<file path="config.mk">
export PLATFORM = sky130hd
export DESIGN_NAME = uart_word_tx
export DESIGN_NICKNAME = d
export VERILOG_FILES = /design/src/rtl/uart_pkg.sv /design/src/rtl/uart_baud_tick.sv /design/src/rtl/uart_word_tx.sv
export SDC_FILE = /design/constraint.sdc
export NUM_CORES = 1
export LEC_CHECK = 0
export CORE_ASPECT_RATIO = 1.2
export CORE_MARGIN = 3
export CORE_UTILIZATION = 54
export CTS_CLUSTER_SIZE = 30
export DETAILED_ROUTE_END_ITERATION = 8
export HOLD_SLACK_MARGIN = 0.15
export PLACE_DENSITY = 0.86
export SLEW_MARGIN = 30
export SYNTH_ARGS = -nofsm -noshare
export SYNTH_HDL_FRONTEND = slang
export SYNTH_SLANG_ARGS = --single-unit
export TNS_END_PERCENT = 50
</file>
<file path="constraint.sdc">
create_clock -name fpga_clk -period 1.84 [get_ports fpga_clk]
set_input_delay 0.46 -clock fpga_clk [delete_from_list [all_inputs] [get_ports fpga_clk]]
set_output_delay 0.46 -clock fpga_clk [all_outputs]
set_load 0.01 [all_outputs]
</file>
<file path="src/rtl/uart_pkg.sv">
// Shared UART definitions: transmit FSM states, frame geometry and line levels.
package uart_pkg;

    typedef enum logic [2:0] {
        IDLE,
        START,
        DATA,
        PARITY,
        STOP
    } uart_tx_state_t;

    localparam int UART_DATA_BITS      = 8;
    localparam int UART_BYTES_PER_WORD = 4;

    localparam logic UART_LINE_IDLE  = 1'b1;
    localparam logic UART_LINE_START = 1'b0;
    localparam logic UART_LINE_STOP  = 1'b1;

    function automatic logic even_parity(input logic [UART_DATA_BITS-1:0] b);
        return ^b;
    endfunction

endpackage

</file>
<file path="src/rtl/uart_baud_tick.sv">
// Bit-period timer: one-cycle tick every CLKS_PER_BIT cycles, held at zero by clear.
module uart_baud_tick #(
    parameter int CLKS_PER_BIT = 87
) (
    input  logic fpga_clk,
    input  logic fpga_rst,
    input  logic clear,
    output logic tick
);

    localparam int CNT_W = $clog2(CLKS_PER_BIT);

    logic [CNT_W-1:0] count_reg;

    assign tick = (count_reg == CNT_W'(CLKS_PER_BIT - 1));

    always_ff @(posedge fpga_clk or negedge fpga_rst) begin
        if (!fpga_rst) begin
            count_reg <= '0;
        end else if (clear || tick) begin
            count_reg <= '0;
        end else begin
            count_reg <= count_reg + 1'b1;
        end
    end

endmodule

</file>
<file path="src/rtl/uart_word_tx.sv">
// Serialises 32-bit words as four UART frames, LSB byte first.
// Define UART_WORD_TX_PARITY_EN for 8E1 frames; default is 8N1.
module uart_word_tx
    import uart_pkg::*;
#(
    parameter int CLKS_PER_BIT = 87
) (
    input  logic        fpga_clk,
    input  logic        fpga_rst,
    input  logic [31:0] word_i,
    input  logic        word_valid_i,
    output logic        word_ready_o,
    output logic        busy_o,
    output logic        done_o,
    output logic        tx
);

    localparam int BIT_W  = $clog2(UART_DATA_BITS);
    localparam int BYTE_W = $clog2(UART_BYTES_PER_WORD);
    localparam logic [BIT_W-1:0]  LAST_BIT  = BIT_W'(UART_DATA_BITS - 1);
    localparam logic [BYTE_W-1:0] LAST_BYTE = BYTE_W'(UART_BYTES_PER_WORD - 1);

    uart_tx_state_t    state_reg;
    logic [31:0]       shift_reg;
    logic [BYTE_W-1:0] byte_idx_reg;
    logic [BIT_W-1:0]  bit_idx_reg;
    logic              tx_reg;
    logic              done_reg;
    logic              tick;
`ifdef UART_WORD_TX_PARITY_EN
    logic              parity_reg;
`endif

    // Timer sits at zero in IDLE so the start bit is a full bit period from accept.
    uart_baud_tick #(
        .CLKS_PER_BIT(CLKS_PER_BIT)
    ) u_baud (
        .fpga_clk (fpga_clk),
        .fpga_rst (fpga_rst),
        .clear    (state_reg == IDLE),
        .tick     (tick)
    );

    always_ff @(posedge fpga_clk or negedge fpga_rst) begin
        if (!fpga_rst) begin
            state_reg    <= IDLE;
            shift_reg    <= '0;
            byte_idx_reg <= '0;
            bit_idx_reg  <= '0;
            tx_reg       <= UART_LINE_IDLE;
            done_reg     <= 1'b0;
`ifdef UART_WORD_TX_PARITY_EN
            parity_reg   <= 1'b0;
`endif
        end else begin
            done_reg <= 1'b0;
            case (state_reg)
                IDLE: begin
                    tx_reg <= UART_LINE_IDLE;
                    if (word_valid_i) begin
                        shift_reg    <= word_i;
                        byte_idx_reg <= '0;
                        bit_idx_reg  <= '0;
                        tx_reg       <= UART_LINE_START;
                        state_reg    <= START;
                    end
                end
                START: begin
                    if (tick) begin
                        tx_reg      <= shift_reg[0];
                        bit_idx_reg <= '0;
                        state_reg   <= DATA;
`ifdef UART_WORD_TX_PARITY_EN
                        parity_reg  <= even_parity(shift_reg[UART_DATA_BITS-1:0]);
`endif
                    end
                end
                DATA: begin
                    if (tick) begin
                        // After eight shifts the next byte sits in the low bits.
                        shift_reg <= {1'b0, shift_reg[31:1]};
                        if (bit_idx_reg == LAST_BIT) begin
                            bit_idx_reg <= '0;
`ifdef UART_WORD_TX_PARITY_EN
                            tx_reg    <= parity_reg;
                            state_reg <= PARITY;
`else
                            tx_reg    <= UART_LINE_STOP;
                            state_reg <= STOP;
`endif
                        end else begin
                            bit_idx_reg <= bit_idx_reg + 1'b1;
                            tx_reg      <= shift_reg[1];
                        end
                    end
                end
`ifdef UART_WORD_TX_PARITY_EN
                PARITY: begin
                    if (tick) begin
                        tx_reg    <= UART_LINE_STOP;
                        state_reg <= STOP;
                    end
                end
`endif
                STOP: begin
                    if (tick) begin
                        if (byte_idx_reg == LAST_BYTE) begin
                            tx_reg    <= UART_LINE_IDLE;
                            done_reg  <= 1'b1;
                            state_reg <= IDLE;
                        end else begin
                            byte_idx_reg <= byte_idx_reg + 1'b1;
                            tx_reg       <= UART_LINE_START;
                            state_reg    <= START;
                        end
                    end
                end
                default: begin
                    tx_reg    <= UART_LINE_IDLE;
                    state_reg <= IDLE;
                end
            endcase
        end
    end

    assign word_ready_o = (state_reg == IDLE);
    assign busy_o       = (state_reg != IDLE);
    assign done_o       = done_reg;
    assign tx           = tx_reg;

endmodule

</file>
==> summary.md <==
| Metric | Value |
|---|---|
| Number of buffers created by CTS | 5 |
| Area contributors post-synth | dfrtp_1, mux2i_1, a21oi_1 |
| Tightest hold margin | 473 ps |
| CP Launch Type | flop |
| DRT Pass-1 Iters | 4 |
| Number of synthesized register bits | 49 |
| Aggregate global routing overflow | 0 |
| Final setup violating endpoints | 0 |
| Minimum clock period | 1710 ps |
| Combined global-route utilization of all metal layers | 21.2% |
| Minimum setup slack after placement | -16.1 ps |
| Global placement routability congestion | 0.849 |
| Depth of the CTS H-tree | 2 |
| Worst slew pin tran | 397 ps |
| Antenna violations before repair | 0 |
| Final hold violation count | 0 |
| # Max-Cap Violations | 0 |
| Syn avg cell area | 10.5 um2 |
| Crit. End Element | output port |
| Power density relative to cell area | 1120 nW/um2 |
| Most numerous cell types in the synthesized netlist | a21oi_1, dfrtp_1, mux2i_1 |
| Slowest library cell on the worst path | dfrtp_1 |
| Cell chosen for the clock root | clkbuf_8 |
| Wire length of the first global-routing pass | 8740 um |
| Total Wirelength | 5260 um |
| Overall die width | 68.8 um |
| RSZ-0062 raised after global routing | no |
| Relative slew slack | 73.5% |
| Post-synth EDFFs | 0 |
| Crit path cell chain | nor2_2 -> nand2_1 -> inv_1 -> dlygate4sd2_1 |
| Net count after synthesis | 284 |
| Count of buffer and inverter cells on the critical path | 2 |
| Post-detailed-placement half-perimeter wirelength | 3710 um |
| Boundary Pins | 39 |
| Post-route cell area | 3120 um2 |
| Core box area | 4390 um2 |
| Number of port buffers | 38 |
| Clock sink count | 49 |
| Critical setup path kind | reg -> out |
| Synth warnings | 0 |
| Later-pin clock latency in the skew report | 310 ps |
| Cell Area, Placed | 3020 um2 |
| CP max FO | 3 |
| Area enclosed by the die boundary | 5590 um2 |
| Portion of synthesized cell area occupied by the leading cell type | 47.0% |
| CTS tree | built |
| ANT cells | 0 |
| Core occupancy in the finished layout | 71.0% |
| Share of the yosys chip area belonging to registers | 48.1% |
| Static leakage | 1.25 nW |
| Post-synthesis cell type with the largest combined area | dfrtp_1 |
| Maximum count of clock buffers along a single path | 2 |
| Area growth from synthesis to layout | 22.0% |
| Iter 0 DRT Violations | 116 |
| FMAX | 583 MHz |
| Max IR drop VDD | 0.790 mV |
| Summed instance area of the synthesized netlist | 2550 um2 |
| Final worst clock skew | 8.57 ps |
| Fraction of final layout cells with drive strength greater than 1 | 14.7% |
| Post-Syn Instances | 244 |
| Row cnt | 26 |
| WL/cell | 15.4 um |
| Kind of cell adding the most delay to the critical path | flip-flops |
| Total DRC errors in the routed layout | 0 |
| Setup WS post-layout | 125 ps |
| Post-synth cell types | 39 |
| Crit path DAT | 1250 ps |
| Status | finished clean |
| Via-per-instance ratio | 5.66 |
| Required time reported for the critical path endpoint | 1380 ps |
| Post-synthesis async set-or-reset flop share | 100% |
| Final antenna-violating net count | 0 |
| Final Power | 3.49 mW |
| Commonest register cell after synthesis | dfrtp_1 |
| Pin count of the biggest net entering global routing | 38 |
| Starting density of the core | 58.1% |
| Die span in y | 81.3 um |
| Final period util | 93.2% |
| Total number of nets in the final design | 325 |
| CTS clock-pin slew for the worst setup and hold paths | 90 ps |
| Most common cell in the synthesized netlist | a21oi_1 |
| Hold Crit Class | reg -> reg |
| Highest cell delay on the worst timing path | 400 ps |
| Via Count | 1935 |
| Number of pins exceeding their max-slew limit in the final report | 0 |
| Via count of the first global-routing pass | 1899 |
| Number of flip-flops in the largest register | 32 |
path summary, 6_finish.rpt:
path | to | slack [ps] | cells past startpoint | start
worst max-delay path | word_ready_o | 130 | 4 | state_reg[2]
max in group asynchronous | shift_reg[27] | 740 | 3 | fpga_rst
worst max register to register | shift_reg[6] | 180 | 7 | u_baud.count_reg[0]
worst min-delay path | tx | 470 | 2 | tx
worst min register to register | tx | 470 | 2 | tx
min in group asynchronous | shift_reg[10] | 600 | 2 | fpga_rst
final cells by class:
| cell class | count | area, um2 |
|---|---|---|
| multi-input cells | 170 | 1200 |
| flip-flops and latches | 49 | 1230 |
| well taps | 56 | 70.1 |
| repair buffers | 53 | 512 |
| inverters | 6 | 22.5 |
| clock buffers | 6 | 72.6 |
| clock inverters | 2 | 15.0 |
| fillers | 353 | 1270 |
metal layers:
metal	up-vias	wire length (um)	global-route usage, %
li1	950	-	-
met3	8	221	5.53
met4	0	85	7.41
met5	-	0	0
met1	936	2280	26.3
met2	41	2680	35.2
layout by cell type (no fill, tap or decap), types with 2 or more instances in the layout:
cell / instances
nand3_1: 6
a21oi_1: 54
inv_1: 6
a21oi_2: 10
or2_2: 3
nor2_1: 16
xnor2_1: 4
a31oi_1: 2
a32o_1: 3
buf_12: 2
nand2_1: 7
dfrtp_1: 47
clkbuf_8: 5
nand3b_1: 2
o21ai_0: 3
clkdlybuf4s50_1: 34
ha_1: 5
dlygate4sd2_1: 3
buf_4: 12
nand2b_1: 3
mux2i_1: 33
xor2_1: 2
clkinvlp_4: 2
per-stage QoR:
step	instances	setup TNS (ps)
6_report	342	0
5_1_grt	342	0
4_1_cts	342	0
3_5_place_dp	333	-75.1
3_3_place_gp	333	0
2_1_floorplan	244	0
tightest hold or removal path, stage by stage, from the launching register on:
cell and delay [ps]:
dfstp_2 380, inv_1 40, mux2i_1 50
report_power, final:
group	total (mW)	internal, mW	switching [mW]
Combinational	1.03	0.520	0.507
Sequential	1.83	1.52	0.306
Clock	0.640	0.268	0.372
cell families (layout without fill, tap and decap cells):
family / Yosys count / after routing / synth area share, %
xor+xnor: 6 / 6 / 2.06
flops: 49 / 49 / 48.1
fa+ha+maj: 5 / 5 / 2.45
simple gates: 44 / 44 / 9.70
mux: 33 / 33 / 12.9
buf+inv: 25 / 67 / 5.19
compound gates: 82 / 82 / 19.6
what timing repair did:
action | in CTS | in global routing
hold endpoints to repair | 14 | 0
setup buffers | 0 | 0
endpoints found under the setup margin | 3 | 0
hold buffers | 1 | 0
gates resized for setup | 3 | 0
(Power assumes the default switching activity.)
